## config.mk

```make
export PLATFORM = sky130hd
export DESIGN_NAME = nco_sweep_ctrl
export DESIGN_NICKNAME = d
export VERILOG_FILES = /design/src/rtl/dsm_ctrl_pkg.sv /design/src/rtl/dwell_timer.sv /design/src/rtl/nco_sweep_ctrl.sv
export SDC_FILE = /design/constraint.sdc
export NUM_CORES = 1
export LEC_CHECK = 0
export BUFFER_PORTS_ARGS = -buffer_cell sky130_fd_sc_hd__buf_2
export CAP_MARGIN = 10
export CORE_MARGIN = 5
export CORE_UTILIZATION = 52
export CTS_BUF_LIST = sky130_fd_sc_hd__clkbuf_4 sky130_fd_sc_hd__clkbuf_8
export DETAILED_ROUTE_END_ITERATION = 6
export PLACE_DENSITY = 0.71
export SLEW_MARGIN = 15
export SYNTH_ARGS = -nofsm -noshare
export SYNTH_HDL_FRONTEND = slang
export SYNTH_SLANG_ARGS = --single-unit
export TNS_END_PERCENT = 5
```

## constraint.sdc

```tcl
create_clock -name aclk -period 7.85 [get_ports aclk]
set_clock_uncertainty 0.05 [all_clocks]
set_input_delay 0.3925 -clock aclk [delete_from_list [all_inputs] [get_ports aclk]]
set_output_delay 0.3925 -clock aclk [all_outputs]
set_load 0.01 [all_outputs]
```

## src/rtl/dsm_ctrl_pkg.sv

```systemverilog
// rtl/dsm_ctrl_pkg.sv - shared types and default widths for the NCO sweep controller
//
// Contents:
//    ACC_FRAC_WIDTH_DEF / ACC_INT_WIDTH_DEF : default NCO step word split
//    DWELL_WIDTH_DEF                        : default dwell counter width
//    HOP_WIDTH                              : width of the saturating hop counter
//    sweep_state_t                          : controller state encoding
package dsm_ctrl_pkg;

   localparam int ACC_FRAC_WIDTH_DEF = 24;
   localparam int ACC_INT_WIDTH_DEF  = 8;
   localparam int DWELL_WIDTH_DEF    = 16;
   localparam int HOP_WIDTH          = 16;

   typedef enum logic [1:0] {
      ST_IDLE  = 2'd0,
      ST_LOAD  = 2'd1,
      ST_DWELL = 2'd2,
      ST_DONE  = 2'd3
   } sweep_state_t;

endpackage

```

## src/rtl/dwell_timer.sv

```systemverilog
// rtl/dwell_timer.sv - loadable down-counter that times the hold period of each hop
//
// Ports:
//    aclk        : clock, rising edge
//    arst_n      : asynchronous active-low reset, clears the count
//    clear       : synchronous clear (sweep abandoned)
//    load        : load load_value (takes priority over dec)
//    load_value  : value loaded, i.e. remaining hold cycles minus one
//    dec         : decrement by one, stopping at zero
//    zero        : count is zero
module dwell_timer #(
   parameter int DWELL_WIDTH = 16
) (
   input  logic                   aclk,
   input  logic                   arst_n,
   input  logic                   clear,
   input  logic                   load,
   input  logic [DWELL_WIDTH-1:0] load_value,
   input  logic                   dec,
   output logic                   zero
);

   localparam logic [DWELL_WIDTH-1:0] ONE = 1;

   logic [DWELL_WIDTH-1:0] count;

   always_ff @(posedge aclk or negedge arst_n) begin
      if (!arst_n) begin
         count <= '0;
      end else if (clear) begin
         count <= '0;
      end else if (load) begin
         count <= load_value;
      end else if (dec && (count != '0)) begin
         count <= count - ONE;
      end
   end

   assign zero = (count == '0);

endmodule

```

## src/rtl/nco_sweep_ctrl.sv

```systemverilog
// rtl/nco_sweep_ctrl.sv - frequency sweep sequencer feeding step words to an NCO
//
// Optional feature macro: NCO_SWEEP_BIDIR_EN (adds cfg_bidir, up/down ping-pong sweep)
//
// Ports:
//    aclk                : clock, rising edge
//    arst_n              : asynchronous active-low reset
//    cfg_start_step      : first step word of the sweep
//    cfg_stop_step       : inclusive upper step bound
//    cfg_delta           : unsigned increment per hop
//    cfg_dwell           : cycles held per hop after acceptance (0 behaves as 1)
//    cfg_continuous      : 1 = wrap and repeat, 0 = single sweep
//    cfg_bidir           : (macro only) reverse at the bounds instead of wrapping
//    start               : single-cycle sweep request, honoured only when idle
//    abort               : abandon the sweep, back to idle next cycle
//    m_axis_step_tdata   : step word to the NCO
//    m_axis_step_tvalid  : step word valid
//    m_axis_step_tready  : NCO accepts the step word
//    busy                : controller not idle
//    done                : one-cycle pulse when a single sweep completes
//    hop_count           : accepted step words since last start, saturating
module nco_sweep_ctrl
   import dsm_ctrl_pkg::*;
#(
   parameter int ACC_FRAC_WIDTH = ACC_FRAC_WIDTH_DEF,
   parameter int ACC_INT_WIDTH  = ACC_INT_WIDTH_DEF,
   parameter int DWELL_WIDTH    = DWELL_WIDTH_DEF,
   parameter int STEP_W         = ACC_FRAC_WIDTH + ACC_INT_WIDTH
) (
   input  logic                   aclk,
   input  logic                   arst_n,
   input  logic [STEP_W-1:0]      cfg_start_step,
   input  logic [STEP_W-1:0]      cfg_stop_step,
   input  logic [STEP_W-1:0]      cfg_delta,
   input  logic [DWELL_WIDTH-1:0] cfg_dwell,
   input  logic                   cfg_continuous,
`ifdef NCO_SWEEP_BIDIR_EN
   input  logic                   cfg_bidir,
`endif
   input  logic                   start,
   input  logic                   abort,
   output logic [STEP_W-1:0]      m_axis_step_tdata,
   output logic                   m_axis_step_tvalid,
   input  logic                   m_axis_step_tready,
   output logic                   busy,
   output logic                   done,
   output logic [HOP_WIDTH-1:0]   hop_count
);

   localparam logic [DWELL_WIDTH-1:0] DWELL_ONE = 1;
   localparam logic [HOP_WIDTH-1:0]   HOP_ONE   = 1;
   localparam logic [HOP_WIDTH-1:0]   HOP_MAX   = '1;

   sweep_state_t state;

   logic [STEP_W-1:0]      cur;
   logic [STEP_W-1:0]      sh_start;
   logic [STEP_W-1:0]      sh_stop;
   logic [STEP_W-1:0]      sh_delta;
   logic [DWELL_WIDTH-1:0] sh_dwell;
   logic                   sh_cont;
   logic [HOP_WIDTH-1:0]   hops;

   logic                   handshake;
   logic                   dwell_zero;
   logic [DWELL_WIDTH-1:0] dwell_load;
   logic [STEP_W:0]        sum;
   logic                   up_ok;

   // Outcome of the hop decision taken when the dwell period expires.
   logic [STEP_W-1:0]      hop_cur;
   logic                   hop_end;

`ifdef NCO_SWEEP_BIDIR_EN
   logic                   sh_bidir;
   logic                   dir_down;
   logic                   hop_dir_down;
   logic [STEP_W:0]        diff;
   logic                   down_ok;
`endif

   // Abort wins over a same-cycle handshake: the word is not counted as taken.
   assign handshake  = (state == ST_LOAD) && m_axis_step_tready && !abort;
   assign dwell_load = (sh_dwell == '0) ? '0 : (sh_dwell - DWELL_ONE);

   // One extra bit catches wrap-around of the step word as an out-of-range hop.
   assign sum   = {1'b0, cur} + {1'b0, sh_delta};
   assign up_ok = !sum[STEP_W] && (sum[STEP_W-1:0] <= sh_stop);

`ifdef NCO_SWEEP_BIDIR_EN
   assign diff    = {1'b0, cur} - {1'b0, sh_delta};
   assign down_ok = !diff[STEP_W] && (diff[STEP_W-1:0] >= sh_start);
`endif

   always_comb begin
      hop_cur = cur;
      hop_end = 1'b0;
`ifdef NCO_SWEEP_BIDIR_EN
      hop_dir_down = dir_down;
      if (sh_bidir) begin
         if (!dir_down) begin
            if (up_ok) begin
               hop_cur = sum[STEP_W-1:0];
            end else if (down_ok) begin
               hop_cur      = diff[STEP_W-1:0];
               hop_dir_down = 1'b1;
            end else if (sh_cont) begin
               // Span too narrow to turn around in: just restart.
               hop_cur = sh_start;
            end else begin
               hop_end = 1'b1;
            end
         end else begin
            if (down_ok) begin
               hop_cur = diff[STEP_W-1:0];
            end else if (!sh_cont) begin
               hop_end = 1'b1;
            end else if (up_ok) begin
               hop_cur      = sum[STEP_W-1:0];
               hop_dir_down = 1'b0;
            end else begin
               hop_cur      = sh_start;
               hop_dir_down = 1'b0;
            end
         end
      end else
`endif
      begin
         if (up_ok) begin
            hop_cur = sum[STEP_W-1:0];
         end else if (sh_cont) begin
            hop_cur = sh_start;
         end else begin
            hop_end = 1'b1;
         end
      end
   end

   always_ff @(posedge aclk or negedge arst_n) begin
      if (!arst_n) begin
         state    <= ST_IDLE;
         cur      <= '0;
         sh_start <= '0;
         sh_stop  <= '0;
         sh_delta <= '0;
         sh_dwell <= '0;
         sh_cont  <= 1'b0;
         hops     <= '0;
`ifdef NCO_SWEEP_BIDIR_EN
         sh_bidir <= 1'b0;
         dir_down <= 1'b0;
`endif
      end else begin
         case (state)
            ST_IDLE: begin
               if (start && !abort) begin
                  sh_start <= cfg_start_step;
                  sh_stop  <= cfg_stop_step;
                  sh_delta <= cfg_delta;
                  sh_dwell <= cfg_dwell;
                  sh_cont  <= cfg_continuous;
                  cur      <= cfg_start_step;
                  hops     <= '0;
`ifdef NCO_SWEEP_BIDIR_EN
                  sh_bidir <= cfg_bidir;
                  dir_down <= 1'b0;
`endif
                  state    <= ST_LOAD;
               end
            end
            ST_LOAD: begin
               if (abort) begin
                  state <= ST_IDLE;
               end else if (handshake) begin
                  if (hops != HOP_MAX) begin
                     hops <= hops + HOP_ONE;
                  end
                  state <= ST_DWELL;
               end
            end
            ST_DWELL: begin
               if (abort) begin
                  state <= ST_IDLE;
               end else if (dwell_zero) begin
                  if (hop_end) begin
                     state <= ST_DONE;
                  end else begin
                     cur   <= hop_cur;
`ifdef NCO_SWEEP_BIDIR_EN
                     dir_down <= hop_dir_down;
`endif
                     state <= ST_LOAD;
                  end
               end
            end
            ST_DONE: begin
               state <= ST_IDLE;
            end
            default: begin
               state <= ST_IDLE;
            end
         endcase
      end
   end

   dwell_timer #(
      .DWELL_WIDTH (DWELL_WIDTH)
   ) u_dwell_timer (
      .aclk       (aclk),
      .arst_n     (arst_n),
      .clear      (abort && (state != ST_IDLE)),
      .load       (handshake),
      .load_value (dwell_load),
      .dec        (state == ST_DWELL),
      .zero       (dwell_zero)
   );

   assign m_axis_step_tdata  = cur;
   assign m_axis_step_tvalid = (state == ST_LOAD);
   assign busy               = (state != ST_IDLE);
   assign done               = (state == ST_DONE);
   assign hop_count          = hops;

endmodule

```

# After elaboration in Yosys (flattened, before gate mapping)
# Cells that the tools add are included.
dict set report classes {
  muxes 25
  order_cmp 1
  n_eq_ne 14
  add_sub_neg 4
  n_reduce_logical 20
}
# op n
set ops {}
lappend ops {{2-to-1 mux 32 bit} 6}
lappend ops {{2-to-1 mux 16 bit} 8}
lappend ops {{one-hot mux 32 bit (2 select lines)} 1}
lappend ops {{adder 32 x 32 -> 33 bit} 1}
lappend ops {{<= comparator 32 bit} 1}
lappend ops {{logical NOT 16 bit} 2}
lappend ops {{one-hot mux 16 bit (2 select lines)} 1}
lappend ops {{subtractor 16 x 1 -> 16 bit (second input constant)} 2}
lappend ops {{adder 16 x 1 -> 16 bit (second input constant)} 1}
lappend ops {{!= test 16 bit (second input constant)} 1}
lappend ops {{nonzero test 16 bit} 1}
lappend ops {{2-to-1 mux 2 bit} 6}
lappend ops {{!= test 2 bit (second input constant)} 5}
lappend ops {{one-hot mux 2 bit (4 select lines)} 1}
lappend ops {{logical AND 1 bit} 6}
lappend ops {{!= test 3 bit (second input constant)} 2}
lappend ops {{AND reduction 6 bit} 1}
lappend ops {{nonzero test 2 bit} 3}
lappend ops {{AND reduction 5 bit} 1}
lappend ops {{equality test 2 bit (second input constant)} 2}
lappend ops {{!= test 2 x 1 -> 1 bit (second input constant)} 2}
lappend ops {{!= test 3 x 2 -> 1 bit (second input constant)} 1}
lappend ops {{AND reduction 3 bit} 1}
lappend ops {{nonzero test 3 bit} 1}
lappend ops {{other kinds (5)} 7}
dict set report totals {
  elab_cells 73
  ff_bits 179
  output_inout_bits 51
}

# Depth between registers and ports, before layout
# Gate-level depths: netlist of run 1.
dict set report logic_depth {
  word_depth 8
  depth_mapped 24
  mapped_depth_nobuf 21
}

# By module
# From an unflattened synthesis of run 1, not the netlist that was laid out.
dict set report unflattened {
  cells_unflattened 1114
  hier_area_um2 11123.2
}
# module seq_area_each_um2 cells_per_inst area_per_inst_um2 n_inst
set modules_own_cells {}
lappend modules_own_cells {nco_sweep_ctrl 4078.9 990 10050.9 1}
lappend modules_own_cells {dwell_timer 400.4 124 1072.3 1}

# Worst setup path after synthesis of run 1
# Ideal clock, no wire load.
dict set report synth_timing {
  kind {flip-flop to flip-flop}
  from {reg cur[0], in the netlist m_axis_step_tdata[0]}
  to {reg cur[13], in the netlist m_axis_step_tdata[13]}
  required_time_ps 7682
  path_stages_with_launch 23
  period_less_slack_ps 5067
  setup_time_ps 118
  path_slack_ps 2783
  t_arrival_ps 4899
  cell_sequence {dfrtp_1 ha_1 inv_1 fa_1 nand2b_1 a21o_1 a311oi_2 a21oi_1 o221a_2 o41ai_1 xor2_1 ha_1 nand4_1 or4_1 o21ai_0 o22ai_1 nor3_1 o41a_1 buf_2 buf_2 mux2i_1 a211oi_1 a21o_1}
}
dict set report synth_between {
  elab_chain_len 8
  word_cells_on_any_way 13
  classes_between {1 x add/sub; 1 x order compare; 2 x eq/ne; 6 x mux; 3 x reduce/logical}
}
# item line
set synth_rtl {}
lappend synth_rtl {{start: declaration} nco_sweep_ctrl.sv:56} ;# logic [STEP_W-1:0] cur;
lappend synth_rtl {{start signal: assignment} nco_sweep_ctrl.sv:162} ;# cur <= cfg_start_step;
lappend synth_rtl {{start signal: assignment} nco_sweep_ctrl.sv:188} ;# cur <= hop_cur;
lappend synth_rtl {{adder 32 x 32 -> 33 bit *} nco_sweep_ctrl.sv:87} ;# assign sum = {1'b0, cur} + {1'b0, sh_delta};
lappend synth_rtl {{<= comparator 32 bit / logical NOT 1 bit (equally long branches)} nco_sweep_ctrl.sv:88} ;# assign up_ok = !sum[STEP_W] && (sum[STEP_W-1:0] <= sh_stop);
lappend synth_rtl {{logical AND 1 bit} nco_sweep_ctrl.sv:88}
lappend synth_rtl {{2-to-1 mux 32 bit} nco_sweep_ctrl.sv:129} ;# if (up_ok) begin
lappend synth_rtl {{2-to-1 mux 32 bit} nco_sweep_ctrl.sv:185} ;# if (hop_end) begin
lappend synth_rtl {{2-to-1 mux 32 bit} nco_sweep_ctrl.sv:184} ;# end else if (dwell_zero) begin
lappend synth_rtl {{2-to-1 mux 32 bit} nco_sweep_ctrl.sv:182} ;# if (abort) begin
lappend synth_rtl {{one-hot mux 32 bit (2 select lines)} nco_sweep_ctrl.sv:154} ;# case (state)
# Every way passes the cells marked *; elsewhere a longest branch is shown, timed or not. The select of a mux whose other input is x is not followed.
# A chain may end at the register's enable or synchronous reset.

# Worst setup path in the final report of run 1
dict set report layout_timing {
  from {reg cur[0], in the netlist m_axis_step_tdata[0]}
  to {reg cur[19], in the netlist m_axis_step_tdata[19]}
}
# Same word-level chain as after synthesis.

==> run metrics, run 1 <==
crit path DAT 6100 ps; clock slew at reported path FFs 100 ps; antenna diode count 0; Remaining Overflow, GRT 0; register area 0.00448 sq mm; CORE AREA 0.0202 sq mm; Net Count, Synth 1434; period utilization 0.738; number of setup buffers added after CTS 0; GRT Resource Usage Total 0.240; post-route antenna net violation count 0; Max clock buf depth 2; Crit Path Category flop to flop; row count 52; Final nets 1575; outcome complete, no violations; Synth top area share 0.423; Final Hold Viols 0; Hold Slack 52.0 ps; total CTS buffers 17; Hold/Removal Path Class input port to flop; I/O pins 169; fmax 0.173 GHz; Initial Util 0.525; layout cell share with drive strength beyond 1 0.161; area grow syn2layout 14.6%; via count 9317; count of cell types in the netlist 57; setup TNS 0 ps; Post-Synthesis Cells 1247; die span in y 153 um; CP max FO 42; # fillers 1816; post-cts resize count 0; top cells by area, synth dfrtp_1 (42%), nand2_1 (12%), ha_1 (8.0%); CTS Sinks 179; CP Launch Type flop; CP required 8160 ps; vias per cell 5.58; Worst slew margin 0.310; RePlAce Congestion 0.902; Total Wirelength 27900 um; Core Util, Final 0.602; average size of a mapped cell 8.49 sq um; Pre-Repair DR Iteration Count 6; area of the multi-input gates 0.00569 sq mm; Ys Warns 0; Post-synth ARST share 1.00; vias in the first global route 9207; die area 0.0233 sq mm; post-synthesis sequential area ratio 0.423; Worst Max-Slew Pin Slew 1030 ps; post-DP HPWL 20100 um; Pwr per Cell Area 417 mW/mm^2; Chip Width 153 um; TritonCTS clock tree yes; Leak 6.21 nW; top cell type by total area after synthesis dfrtp_1; crit path time final 5790 ps; WL per Instance 16.7 um; CTS root buf clkbuf_8; register bit count reported by yosys 179; worst skew pair latency 470 ps; final setup violating endpoints 0; peak supply drop 0.358 mV; H-tree depth 4; Synth Cell Area 0.0106 sq mm; crit end category flop; main flop type after synthesis dfrtp_1; first-pass GRT wire length 46500 um; initial antenna violation count 0; hold buffers post-CTS 1; pin count of the biggest net entering global routing 168; overall power 0.00506 W; Starting DRT DRC Count 594; DRC viols 0; PortBufs 168; RSZ-0062 raised after global routing false; Max-cap violations 0; number of synthesized flops with an enable pin 0; count of pins over their slew limit 0
[per-stage QoR]
stage / area [sq um] / std cells / worst slack (ps)
finish: 12100 / 1671 / 2060
global route: 12100 / 1671 / 1590
CTS: 12100 / 1671 / 2080
detailed placement: 11600 / 1638 / 2110
global placement: 11600 / 1638 / 2270
floorplan: 10600 / 1247 / 2780
[synth_stat cells, drive strengths merged (7+ instances only)]
library cell	instances
a211oi	29
a21o	35
a21oi	54
a31oi	13
and2	7
buf	11
clkbuf	44
dfrtp	179
ha	68
inv	57
mux2i	27
nand2	327
nand2b	8
nand3	19
nand4	16
nor2	91
nor2b	9
nor3	20
nor4	8
o211ai	10
o21ai	78
o31ai	9
xnor2	24
xor2	32
[layout by cell type, fill, tap and decap left out, types with 4 or more instances in the layout]
cell,n
nand4_1,16
a31oi_1,13
nor2_1,90
nand3_1,19
dfrtp_1,179
nor4_1,8
ha_1,68
nand2b_1,8
nor3_1,20
or4_1,4
mux2i_1,27
inv_1,57
a211oi_1,29
and2_1,7
and3_1,4
nor2b_1,9
bufinv_16,5
o41ai_1,4
nand2_1,327
a21oi_1,54
xor2_1,32
o21ai_0,78
o311ai_0,4
buf_4,7
buf_2,167
or2_2,4
clkbuf_8,18
o211ai_1,10
o31ai_1,9
xnor2_1,24
inv_6,4
or3_1,5
a21o_1,35
[logic make-up (layout without fill, tap and decap cells)]
family          after synthesis  after routing  synth area share
mux                          27             27            0.0255
buf+inv                     112            266            0.0415
simple gates                533            533             0.214
compound gates              271            271             0.167
flops                       179            179             0.423
xor+xnor                     56             56            0.0463
fa+ha+maj                    69             69            0.0823
[critical path, cell delays in order, from the launching register on]
cell and delay [ps]:
dfrtp_1 390, ha_1 220, inv_1 80, fa_1 400, nand2b_1 180, a21o_1 190, a311oi_2 270, a21oi_1 190
o221a_2 340, a211oi_1 250, o21ai_0 140, and2_1 160, ha_1 310, nand4_1 130, or4_1 590, o21ai_0 180
o22ai_1 100, nor3_1 180, o41a_2 200, buf_4 550, nor2b_1 120, a211o_1 290, a22o_1 170
[path summary, 6_finish.rpt]
kind,startpoint,endpoint,slack (ps),depth (start not counted)
worst max-delay path,m_axis_step_tdata[0],m_axis_step_tdata[19],2060,22
worst min-delay path,cfg_delta[5],sh_delta[5],50,3
max in group asynchronous,arst_n,sh_cont,6090,3
worst min register to register,sh_start[28],sh_start[28],430,2
worst max register to register,m_axis_step_tdata[0],m_axis_step_tdata[19],2060,22
min in group asynchronous,arst_n,sh_start[12],380,2
[layout make-up]
type / count / area share
multi-input cells: 956 / 0.469
flip-flops and latches: 179 / 0.369
repair buffers: 177 / 0.0766
well taps: 270 / 0.0278
clock buffers: 18 / 0.0204
clock inverters: 14 / 0.0198
inverters: 57 / 0.0176
[metal layers]
layer | global-route usage | vias up | routed length [um]
li1 | - | 4564 | -
met1 | 0.338 | 4463 | 13100
met2 | 0.391 | 260 | 12900
met3 | 0.0440 | 30 | 1490
met4 | 0.0535 | 0 | 402
met5 | 0 | - | 0
[registers in the layout, summed over array words and instances (netlist names)]
| name | cells |
|---|---|
| sh_start | 32 |
| m_axis_step_tdata | 32 |
| sh_delta | 32 |
| sh_stop | 32 |
| u_dwell_timer.count | 16 |
| sh_dwell | 16 |
| hop_count | 16 |
| state | 2 |
| sh_cont | 1 |
[power breakdown]
group	internal (W)	switching, W	total [W]	leakage (nW)
Combinational	0.00115	0.00171	0.00286	3.70
Sequential	0.00119	0.000231	0.00142	2.26
Clock	0.000399	0.000372	0.000771	0.241
No activity file was read; power rests on OpenSTA's default activity.
==> inputs of run 2 (changes only) <==
==> constraint.sdc (replaced) <==
create_clock -name aclk -period 5.73 [get_ports aclk]
set_clock_uncertainty 0.05 [all_clocks]
set_input_delay 0.2865 -clock aclk [delete_from_list [all_inputs] [get_ports aclk]]
set_output_delay 0.2865 -clock aclk [all_outputs]
set_load 0.01 [all_outputs]
==> run metrics, run 2 (synthesized netlist as in run 1, its figures left out) <==
Crit Path Category flop to flop; post-DP HPWL 20600 um; count of pins over their slew limit 0; I/O pins 169; antenna diode count 0; worst skew pair latency 470 ps; highest routed layer met4; # fillers 1657; Max clock buf depth 2; final setup violating endpoints 0; PortBufs 168; H-tree depth 4; Worst slew margin 0.243; placed instance area 0.0117 sq mm; Remaining Overflow, GRT 0; r2r worst-path depth 22; Hold Crit Depth 3; layout cell share with drive strength beyond 1 0.158; critical path cell sequence ha_1 > inv_1 > fa_1 > nand2b_1 > a21o_1 > a311oi_2 > a21oi_2 > o221a_4 > a211oi_4 > o21ai_1 > and2_1 > ha_1 > nand4_1 > or4_4 > o21ai_0 > o22ai_1 > nor3_1 > o41a_2 > o311ai_4 > buf_12 > clkbuf_16 > o41ai_2; via count 9980; clock slew at reported path FFs 100 ps; total CTS buffers 17; row count 52; Worst Max-Slew Pin Slew 1130 ps; Hold Crit Start cfg_stop_step[1]; vias per cell 5.58; die area 0.0233 sq mm; fmax 0.184 GHz; Hold/Removal Path Class input port to flop; CTS root buf clkbuf_8; design area 0.0134 sq mm; crit path time final 5440 ps; Leak 6.73 nW; DRC viols 0; worst r2r dst m_axis_step_tdata[24]; end of the worst hold path sh_stop[1]; post-route antenna net violation count 0; vias in the first global route 9972; CTS Sinks 179; Total Wirelength 30900 um; pin count of the biggest net entering global routing 120; Initial Util 0.525; area grow syn2layout 26.2%; period utilization 0.949; CORE AREA 0.0202 sq mm; CP required 6050 ps; crit path DAT 5760 ps; Chip Width 153 um; initial antenna violation count 0; RSZ-0062 raised after global routing false; WL per Instance 17.3 um; most used cell, CP ha_1; DP Worst Slack 267 ps; Final nets 1692; setup TNS 0 ps; outcome complete, no violations; WL met2 14700 um; most frequent cells in the layout nand2_1 (327), dfrtp_1 (179), buf_2 (167), dlygate4sd3_1 (109), nor2_1 (89); peak supply drop 0.378 mV; Final WS setup 291 ps; wire length on met1 13600 um; CP Launch Type flop; Starting DRT DRC Count 785; max incr delay on CP 590 ps; Worst path slowest cell or4_4; Pre-Repair DR Iteration Count 5; crit end category flop; first-pass GRT wire length 50100 um; GRT Resource Usage Total 0.258; met3 routed WL 1870 um; most common cell after layout, fill and taps aside nand2_1; Max-cap violations 0; TritonCTS clock tree yes; Pwr per Cell Area 536 mW/mm^2; Reg2Reg Setup Slack 290 ps; Final Hold Viols 0; RePlAce Congestion 0.918; worst r2r src m_axis_step_tdata[0]; CP max FO 26; die span in y 153 um
[run 2: changes by cell type in the layout (fill, tap and decap cells not counted), moves of 3 or more]
cell,change
buf_4,+3
clkbuf_8,+3
clkbuf_16,+3
dlygate4sd3_1,+108
[run 2: power by group]
part | switching, W | internal (W) | leakage (nW)
clock | 0.000484 | 0.000481 | 0.223
sequential | 0.000313 | 0.00163 | 2.26
combinational | 0.00245 | 0.00179 | 4.25
[run 2: stage by stage]
step	power, W	hold slack [ps]	util	cells
6_report	0.00716	12.1	0.662	1787
5_1_grt	0.00773	11.6	0.662	1787
4_1_cts	0.00693	0.309	0.654	1781
3_5_place_dp	0.00587	259	0.579	1641
3_3_place_gp	0.00579	253	0.579	1641
2_1_floorplan	0.00479	-59.1	-	1247
[run 2: repair_timing]
item	in CTS	in global routing
gates resized for setup	0	10
endpoints found under the setup margin	0	33
hold buffers	109	0
buffers inserted	0	2
endpoints found under the hold margin	167	0
[run 2: cell type report]
cell class                      instances  area [sq um]  area share
Clock buffer                           21           289      0.0216
Clock inverter                         10           144      0.0108
Inverter                               57           214      0.0160
Multi-Input combinational cell        956          5730       0.429
Sequential cell                       179          4480       0.335
Tap cell                              270           338      0.0253
Timing Repair Buffer                  294          2160       0.162
[run 2: routing by layer]
metal / global-route usage / vias to the layer above
met5: 0 / -
met4: 0.0725 / 0
met3: 0.0514 / 61
met2: 0.423 / 363
met1: 0.351 / 4738
li1: - / 4818
[run 2: worst max path at each step]
stage,from,to
3_5_place_dp,m_axis_step_tdata[0],m_axis_step_tdata[19]
6_report,m_axis_step_tdata[0],m_axis_step_tdata[24]
3_3_place_gp,m_axis_step_tdata[0],m_axis_step_tdata[19]
4_1_cts,m_axis_step_tdata[0],m_axis_step_tdata[8]
5_1_grt,m_axis_step_tdata[0],m_axis_step_tdata[24]
2_1_floorplan,m_axis_step_tdata[0],m_axis_step_tdata[13]
[run 2: critical path: cells and delay by family (launching register included)]
family	cells	cell delay, ps
adder cells (fa/ha/maj)	3	890
buffers and inverters	3	420
flip-flops	1	380
AND/OR/NAND/NOR	5	1250
AO/OA/AOI/OAI	11	2310
